### config.mk
export PLATFORM = sky130hd
export DESIGN_NAME = encoder_case
export DESIGN_NICKNAME = d
export VERILOG_FILES = /design/src/rtl/encoder_pkg.sv /design/src/rtl/encoder_prio_core.sv /design/src/rtl/encoder_case.sv
export SDC_FILE = /design/constraint.sdc
export NUM_CORES = 1
export LEC_CHECK = 0
export BUFFER_PORTS_ARGS = -buffer_cell sky130_fd_sc_hd__buf_2
export CORE_AREA = 2 2 39 41
export CTS_CLUSTER_DIAMETER = 100
export DETAILED_ROUTE_END_ITERATION = 7
export DIE_AREA = 0 0 41 43
export GPL_ROUTABILITY_DRIVEN = 0
export PLACE_DENSITY = 0.46
export REMOVE_ABC_BUFFERS = 1
export SYNTH_ARGS = -nofsm -noshare
export SYNTH_HDL_FRONTEND = slang
export SYNTH_HIERARCHICAL = 1
export SYNTH_SLANG_ARGS = --single-unit
### constraint.sdc
create_clock -name clk -period 1.9 [get_ports clk]
set_input_delay 0.38 -clock clk [delete_from_list [all_inputs] [get_ports clk]]
set_output_delay 0.38 -clock clk [all_outputs]
set_load 0.02 [all_outputs]
### src/rtl/encoder_pkg.sv
// Shared types, widths and the priority-encode function for the encoder_case block.
package encoder_pkg;

    localparam int ENC_WIDTH = 8;
    localparam int ENC_OUT_W = 3;

    typedef logic [ENC_WIDTH-1:0] enc_in_t;
    typedef logic [ENC_OUT_W-1:0] enc_idx_t;

    // Highest set bit wins; an all-zero vector maps to index 0.
    function automatic enc_idx_t f_prio_idx(input enc_in_t v);
        enc_idx_t r;
        casez (v)
            8'b1???_????: r = 3'd7;
            8'b01??_????: r = 3'd6;
            8'b001?_????: r = 3'd5;
            8'b0001_????: r = 3'd4;
            8'b0000_1???: r = 3'd3;
            8'b0000_01??: r = 3'd2;
            8'b0000_001?: r = 3'd1;
            default:      r = 3'd0;
        endcase
        return r;
    endfunction

endpackage

### src/rtl/encoder_prio_core.sv
// Combinational half of the encoder: priority index, any-bit and multi-bit flags.
module encoder_prio_core
    import encoder_pkg::*;
(
    input  logic [7:0] inp,
    output logic [2:0] idx,
    output logic       any,
    output logic       many
);

    // Clearing the lowest set bit leaves something only when two or more bits were set.
    always_comb begin
        idx  = f_prio_idx(inp);
        any  = |inp;
        many = ((inp & (inp - 8'd1)) != 8'd0);
    end

endmodule

### src/rtl/encoder_case.sv
// Registered 8-to-3 priority encoder with all-zero and multi-hot flags.
module encoder_case
    import encoder_pkg::*;
#(
    parameter int WIDTH = 8,
    parameter int OUT_W = 3
) (
    input  logic       clk,
    input  logic       rst,
    input  logic [7:0] inp,
    output logic [2:0] outp,
    output logic       valid,
    output logic       multi
);

    // Only the 8-bit / 3-bit configuration exists; reject anything else at elaboration.
    if (WIDTH != ENC_WIDTH || OUT_W != $clog2(WIDTH)) begin : g_bad_param
        $error("encoder_case: unsupported WIDTH/OUT_W combination");
    end

    enc_idx_t idx_d;
    logic     any_d;
    logic     many_d;

    enc_idx_t outp_q;
    logic     valid_q;
    logic     multi_q;

    encoder_prio_core u_core (
        .inp  (inp),
        .idx  (idx_d),
        .any  (any_d),
        .many (many_d)
    );

    // Single output register stage; reset wins over the input sampled on the same edge.
    always_ff @(posedge clk) begin
        if (rst) begin
            outp_q  <= '0;
            valid_q <= 1'b0;
            multi_q <= 1'b0;
        end else begin
            outp_q  <= idx_d;
            valid_q <= any_d;
            multi_q <= many_d;
        end
    end

    assign outp  = outp_q;
    assign valid = valid_q;
    assign multi = multi_q;

`ifndef SYNTHESIS
    a_zero_when_invalid : assert property (@(posedge clk) disable iff (rst)
        (!valid_q |-> (outp_q == 3'd0)));
    a_multi_implies_valid : assert property (@(posedge clk) disable iff (rst)
        (multi_q |-> valid_q));
`endif

endmodule

==> results of run 1 <==
## registers in the layout, indices dropped and copies added, names as in the netlist
| name | flops |
|---|---|
| outp | 3 |
| multi | 1 |
| valid | 1 |
## per-stage QoR
step | util (%) | instances | hold slack, ps | instance area [µm²]
6_report | 27.49 | 65 | 350.9 | 380.4
5_1_grt | 27.49 | 65 | 360.8 | 380.4
4_1_cts | 27.49 | 65 | 346.0 | 380.4
3_5_place_dp | 25.59 | 61 | 605.8 | 354.1
3_3_place_gp | 25.59 | 61 | 611.4 | 354.1
2_1_floorplan | - | 31 | 451.6 | 264.0
## cell families (layout without fill, tap and decap cells)
group	Yosys count	count (layout)	synth area share [%]
adders and majority gates	1	1	3.792
DFF	5	5	37.92
AOI/OAI and AO/OA	6	6	14.22
buffers and inverters	1	19	1.420
and+or+nand+nor	18	18	42.65
## Yosys cell counts, drive strengths merged
| master | instances |
|---|---|
| o21bai | 1 |
| o21ai | 2 |
| o31ai | 1 |
| or3 | 1 |
| inv | 1 |
| a21oi | 1 |
| maj3 | 1 |
| nand2b | 2 |
| nand2 | 2 |
| nand3 | 1 |
| a211oi | 1 |
| nor2b | 6 |
| nor3 | 1 |
| nor2 | 3 |
| nor4 | 2 |
| dfxtp | 5 |
## cells in the final DEF, fill, tap and decap left out, drive strengths merged
master | netlist | layout
nand2b | 2 | 2
o31ai | 1 | 1
nand2 | 2 | 2
clkbuf | 0 | 4
buf | 0 | 14
nand3 | 1 | 1
or3 | 1 | 1
a21oi | 1 | 1
inv | 1 | 1
nor4 | 2 | 2
nor2b | 6 | 6
nor2 | 3 | 3
maj3 | 1 | 1
a211oi | 1 | 1
nor3 | 1 | 1
dfxtp | 5 | 5
o21ai | 2 | 2
o21bai | 1 | 1
## final timing paths
path	startpoint	to	slack, ps
worst min-delay path	rst	multi	350
worst max-delay path	inp[3]	multi	630
## power by group
group / total (mW) / switching (mW) / internal [mW]
clock: 0.121 / 0.0417 / 0.0793
sequential: 0.113 / 0.00113 / 0.112
combinational: 0.0514 / 0.0300 / 0.0214
## layer usage
layer | global-route usage [%] | wire (µm) | up-vias
li1 | - | - | 143
met2 | 11.25 | 282 | 9
met3 | 1.571 | 37 | 0
met5 | 0 | 0 | -
met1 | 8.571 | 232 | 113
met4 | 10.00 | 0 | 0
## final cells by class
cell class              instances  area [µm²]
flip-flops and latches          5       100.1
well taps                      16       20.02
inverters                       1       3.754
multi-input cells              25       160.2
fillers                       159        1003
repair buffers                 14       70.07
clock buffers                   4       26.28
==> flow_summary.json, run 1 <==
{
  "die_y_um": 43,
  "crit_chain": "buf_2 > nor4_4 > nand2b_1 > a211oi_1 > o31ai_1 > nor2b_1",
  "die-area_um2": 1763,
  "grt_usage_pct": 8.100,
  "yosysWarnings": 6,
  "leakage_nw": 0.1625,
  "synth_cell_types": 17,
  "status": "finished clean",
  "grt_pass1_wl_um": 910,
  "period_needed_ps": 1271,
  "cts_setup_buffers": 0,
  "fmax_mhz": 787.0,
  "numPortBuffers": 14,
  "maxSlewHeadroom_pct": 82.46,
  "hold_path.class": "in -> reg",
  "antenna_found_initial": 0,
  "first_pass_iters": 4,
  "yosysSeqAreaShare_pct": 37.91,
  "slew_violations": 0,
  "crit_slowest_cell": "nor4_4",
  "max_cap_violations": 0,
  "core-area_um2": 1384,
  "p_per_area_nw_per_um2": 750.9,
  "whs_path_depth": 2,
  "ctsHoldBuffers": 0,
  "synth_area_um2": 264.0,
  "final_net_count": 60,
  "worstMarginPinSlew_ps": 261.2,
  "yosysTopAreaCell": "dfxtp_1",
  "finalPower_mw": 0.2856,
  "clkSlewWorstSetupHoldPaths_ps": 40,
  "die_w_um": 41,
  "grt_overflow_total": 0,
  "cts_sinks": 5,
  "worst_slack_ps": 629.3,
  "critical_path_class": "in -> reg",
  "ctsResizeCount": 0,
  "finalCritPeriodShare_pct": 66.88,
  "root_buffer": "clkbuf_4",
  "cp.buffers_inverters": 1,
  "hold_viol": 0,
  "cp.required_ps": 2040,
  "worstPathArrival_ps": 1410,
  "rsz0062_at_grt": "no",
  "clockBufferDepth": 2,
  "h-tree-depth": 1,
  "path_max_fanout": 4,
  "area_delta_synth_final_pct": 44.08,
  "num_antenna_cells": 0,
  "viasPerCell": 4.077,
  "synthCells": 31,
  "cts_buffers": 3,
  "initial_utilization_pct": 19.08,
  "fin_tns_setup_ps": 0,
  "dp_slack_ps": 379.1,
  "synthTopCellsByArea": "dfxtp_1 (38%), nor2b_1 (14%), nor4_4 (8.1%), nand2b_1 (4.7%), nor2_1 (4.3%)",
  "via_count": 265,
  "ys_ff_latch": 5,
  "drive_gt1_share_pct": 36.73,
  "rows": 14,
  "cts_tree": "built",
  "critPathTopFamily": "simple AND/OR/NAND/NOR gates",
  "finalSetupViolations": 0,
  "path_depth": 6,
  "post_drt_wl_per_cell_um": 8.477,
  "ant_nets": 0,
  "synth.avg_cell_area_um2": 8.516,
  "critPathCaptureType": "flip-flop",
  "grt_start_max_net_pins": 6,
  "num_io_pins": 15,
  "netlist.area_leader.share_pct": 37.91,
  "drt_iter0_drc": 2,
  "ir_worst_vdd_v": 0.0001493,
  "wirelength_um": 551,
  "drc": 0,
  "critPathMaxStageDelay_ps": 320,
  "start_kind": "input port",
  "grt_pass1_vias": 241
}
(Power assumes the default switching activity.)
==> run 2, diff against run 1 <==
- ABC_AREA: default -> 1
- PLACE_DENSITY: 0.46 -> 0.53
- clock period: 1.9 -> 1.1 ns (I/O delays scaled with it)
==> flow_summary.json, run 2 <==
{
  "worstMarginPinSlew_ps": 179.5,
  "num_io_pins": 15,
  "async_reset_ff_share_pct": 0,
  "yosysSeqAreaShare_pct": 31.13,
  "max_cap_violations": 0,
  "ctsResizeCount": 0,
  "dp.final_hpwl_um": 493.3,
  "drt_iter0_drc": 5,
  "grt_usage_pct": 8.225,
  "crit_chain": "buf_2",
  "cts_tree": "built",
  "grt_pass1_vias": 281,
  "root_buffer": "clkbuf_4",
  "critPathCaptureType": "output pin",
  "yosysWarnings": 6,
  "period_needed_ps": 901.7,
  "critPathMaxStageDelay_ps": 290,
  "maxSlewHeadroom_pct": 87.90,
  "synth_ff_type": "dfxtp_1",
  "hold_path.class": "in -> reg",
  "start_kind": "flip-flop",
  "drc": 0,
  "hold-worst-slack_ps": 193.6,
  "largest_register_ffs": 3,
  "rsz0062_at_grt": "no",
  "status": "finished clean",
  "clockBufferDepth": 2,
  "dpl_cell_area_um2": 411.6,
  "layout_commonest_cell": "inv_1",
  "viasPerCell": 3.868,
  "cts_buffers": 3,
  "cts_sinks": 5,
  "cp.buffers_inverters": 1,
  "grt_start_max_net_pins": 6,
  "fin_tns_setup_ps": 0,
  "via_count": 352,
  "critical_path_class": "reg -> out",
  "h-tree-depth": 1,
  "numPortBuffers": 14,
  "antenna_found_initial": 0,
  "synthTopCellsByCount": "inv_1 (16), nand2_1 (13), nor2_1 (9)",
  "fmax_mhz": 1109,
  "rows": 14,
  "die_y_um": 43,
  "finalInstanceArea_um2": 437.9,
  "hold_viol": 0,
  "netlist.area_leader.share_pct": 31.13,
  "cp.required_ps": 880,
  "slew_violations": 0,
  "ys_ff_latch": 5,
  "first_pass_iters": 4,
  "most-common-layout-cells": "inv_1 (16), buf_2 (14), nand2_1 (13)",
  "clkSlewWorstSetupHoldPaths_ps": 40,
  "synthCells": 57,
  "final_net_count": 86,
  "leakage_nw": 0.2773,
  "die_w_um": 41,
  "ctsHoldBuffers": 0,
  "synth.avg_cell_area_um2": 5.641,
  "critPathTopFamily": "flip-flops",
  "post_drt_wl_per_cell_um": 6.681,
  "area_delta_synth_final_pct": 36.19,
  "die-area_um2": 1763,
  "yosysTopAreaCell": "dfxtp_1",
  "cts_setup_buffers": 0,
  "synth_most_common_cell": "inv_1",
  "grt_overflow_total": 0,
  "path_max_fanout": 1,
  "path_depth": 1,
  "initial_utilization_pct": 23.24,
  "wirelength_um": 608,
  "ant_nets": 0,
  "ir_worst_vdd_v": 0.0002038,
  "finalSetupViolations": 0,
  "finalCritPeriodShare_pct": 81.97,
  "synth_enable_flop_cells": 0,
  "num_antenna_cells": 0,
  "synth_cell_types": 12,
  "p_per_area_nw_per_um2": 1157,
  "synth_area_um2": 321.6,
  "core-area_um2": 1384,
  "whs_path_depth": 2,
  "drive_gt1_share_pct": 28.00,
  "grt_pass1_wl_um": 931,
  "crit_slowest_cell": "dfxtp_1",
  "synthTopCellsByArea": "dfxtp_1 (31%), inv_1 (19%), nand2_1 (15%), nor2_1 (11%), nand3_1 (7.8%)",
  "worstPathArrival_ps": 680
}
==> run 2: cell types whose count changed after synthesis, sizes merged, moves of 2 or more <==
cell / change
inv: +15
nand2: +12
nor2: +9
nor2b: -6
nand3: +4
nand2b: -2
nor4: -2
==> run 2: worst paths after layout <==
check              from      end  slack (ps)
setup / recovery  multi    multi         200
hold / removal      rst  outp[2]         190
==> run 2: area by class of cell <==
type / count / area (µm²)
inverter: 17 / 63.81
fill: 158 / 945.9
clock buffer: 4 / 26.28
sequential: 5 / 100.1
tap: 16 / 20.02
timing repair buffer: 14 / 70.07
multi-input combinational: 35 / 157.7
==> run 2: cells by family after synthesis <==
family	synth area share, %
flip-flops	31.13
AO/OA/AOI/OAI	7.781
buffers and inverters	19.84
AND/OR/NAND/NOR	41.25
==> run 2: where the power goes <==
| group | total, mW | internal [mW] | switching (mW) | leakage [nW] |
|---|---|---|---|---|
| Clock | 0.209 | 0.137 | 0.0718 | 0.0150 |
| Combinational | 0.103 | 0.0395 | 0.0633 | 0.220 |
| Sequential | 0.195 | 0.193 | 0.00188 | 0.0421 |
| Total | 0.507 | 0.370 | 0.137 | 0.277 |
==> run 2: per-layer routing <==
metal	GRT usage (%)	vias to the layer above	wire, µm
li1	-	199	-
met1	8.333	136	265
met2	11.88	15	264
met3	0	2	58
met4	12.00	0	19
met5	0	-	0
==> run 2: per-stage QoR <==
step	total power [mW]	util, %	cells	setup slack (ps)
finish	0.5068	31.65	91	198.3
global route	0.5412	31.65	91	153.6
floorplan	0.2605	-	57	301.8
global placement	0.3025	29.75	87	88.92
detailed placement	0.3022	29.75	87	99.08
CTS	0.5178	31.65	91	183.7
==> run 3, diff against run 2 <==
- PLACE_DENSITY: 0.53 -> 0.51
- clock period: 1.1 -> 0.95 ns (I/O delays scaled with it)
==> flow_summary.json, run 3 (synthesis results as in run 2) <==
{
  "critPathCaptureType": "output pin",
  "post_drt_wl_per_cell_um": 6.568,
  "grt_usage_pct": 8.517,
  "grt_start_max_net_pins": 6,
  "slew_violations": 0,
  "worstPathArrival_ps": 680,
  "clkSlewWorstSetupHoldPaths_ps": 40,
  "fmax_mhz": 1147,
  "most-common-layout-cells": "inv_1 (16), buf_2 (14), nand2_1 (13)",
  "path_max_fanout": 1,
  "cp.required_ps": 760,
  "max_cap_violations": 0,
  "final_net_count": 90,
  "hold_path.class": "in -> reg",
  "cp.buffers_inverters": 1,
  "drt_iter0_drc": 0,
  "period_needed_ps": 872.0,
  "leakage_nw": 0.2968,
  "worstMarginPinSlew_ps": 151.7,
  "finalSetupViolations": 0,
  "cts_tree": "built",
  "num_antenna_cells": 0,
  "finalInstanceArea_um2": 467.9,
  "ir_worst_vdd_v": 0.0003488,
  "p_per_area_nw_per_um2": 1271,
  "ant_nets": 0,
  "area_delta_synth_final_pct": 45.53,
  "finalCritPeriodShare_pct": 91.79,
  "status": "finished clean",
  "wirelength_um": 624,
  "start_kind": "flip-flop",
  "die_y_um": 43,
  "grt_overflow_total": 0,
  "core-area_um2": 1384,
  "root_buffer": "clkbuf_4",
  "multi_input_area_um2": 157.7,
  "numPortBuffers": 14,
  "antenna_found_initial": 0,
  "drive_gt1_share_pct": 31.65,
  "die_w_um": 41,
  "first_pass_iters": 1,
  "rows": 14,
  "critPathTopFamily": "flip-flops",
  "hold_viol": 0,
  "critPathMaxStageDelay_ps": 300,
  "crit_chain": "buf_2",
  "viasPerCell": 3.737,
  "cts_sinks": 5,
  "via_count": 355,
  "cts_setup_buffers": 0,
  "cts_buffers": 3,
  "h-tree-depth": 1,
  "maxSlewHeadroom_pct": 89.78,
  "dp.final_hpwl_um": 541.9,
  "ctsHoldBuffers": 0,
  "final_cells": 95,
  "critical_path_class": "reg -> out",
  "drc": 0,
  "crit_slowest_cell": "dfxtp_1",
  "dpl_cell_area_um2": 441.7,
  "clockBufferDepth": 2,
  "layout_commonest_cell": "inv_1",
  "largest_register_ffs": 3,
  "grt_pass1_vias": 295,
  "initial_utilization_pct": 23.24,
  "fillers": 167,
  "dp_cells": 91,
  "grt_pass1_wl_um": 993,
  "utilization_pct": 33.82,
  "num_io_pins": 15,
  "seq_area_um2": 100.1,
  "ctsResizeCount": 0,
  "die-area_um2": 1763,
  "rsz0062_at_grt": "no"
}
-- run 3: changes by cell type in the layout (fill, tap and decap cells not counted), sizes merged --
cell	before	now
buf	14	18
-- run 3: metrics by stage --
stage          hold slack (ps)  setup TNS [ps]  setup slack, ps  total power [mW]
2_1_floorplan            261.2               0            181.8            0.3016
3_3_place_gp             413.0          -44.78           -31.87            0.3618
3_5_place_dp             417.0          -54.73           -31.75            0.3626
4_1_cts                  163.8               0            60.62            0.6091
5_1_grt                  172.2               0            41.69            0.6361
6_report                 167.0               0            77.96            0.5947
-- run 3: final cells by class --
cell class	instances	share of cell area (%)
repair buffers	18	21.39
flip-flops and latches	5	21.39
multi-input cells	35	33.69
clock buffers	4	5.615
well taps	16	4.278
inverters	17	13.64
-- run 3: worst paths after layout --
check                from       to  slack (ps)  cells after the start
setup / recovery  outp[0]  outp[0]          80                      1
hold / removal        rst  outp[1]         170                      2
-- run 3: report_power, final --
| group | switching [mW] | internal [mW] | total, mW |
|---|---|---|---|
| sequential | 0.00228 | 0.224 | 0.226 |
| combinational | 0.0757 | 0.0557 | 0.131 |
| clock | 0.0787 | 0.158 | 0.237 |
| total | 0.157 | 0.438 | 0.595 |
-- run 3: metal layers --
metal | track usage [%] | routed length, µm
met5 | 0 | 0
met3 | 0 | 45
met4 | 10.00 | 0
met1 | 9.904 | 272
met2 | 12.19 | 305
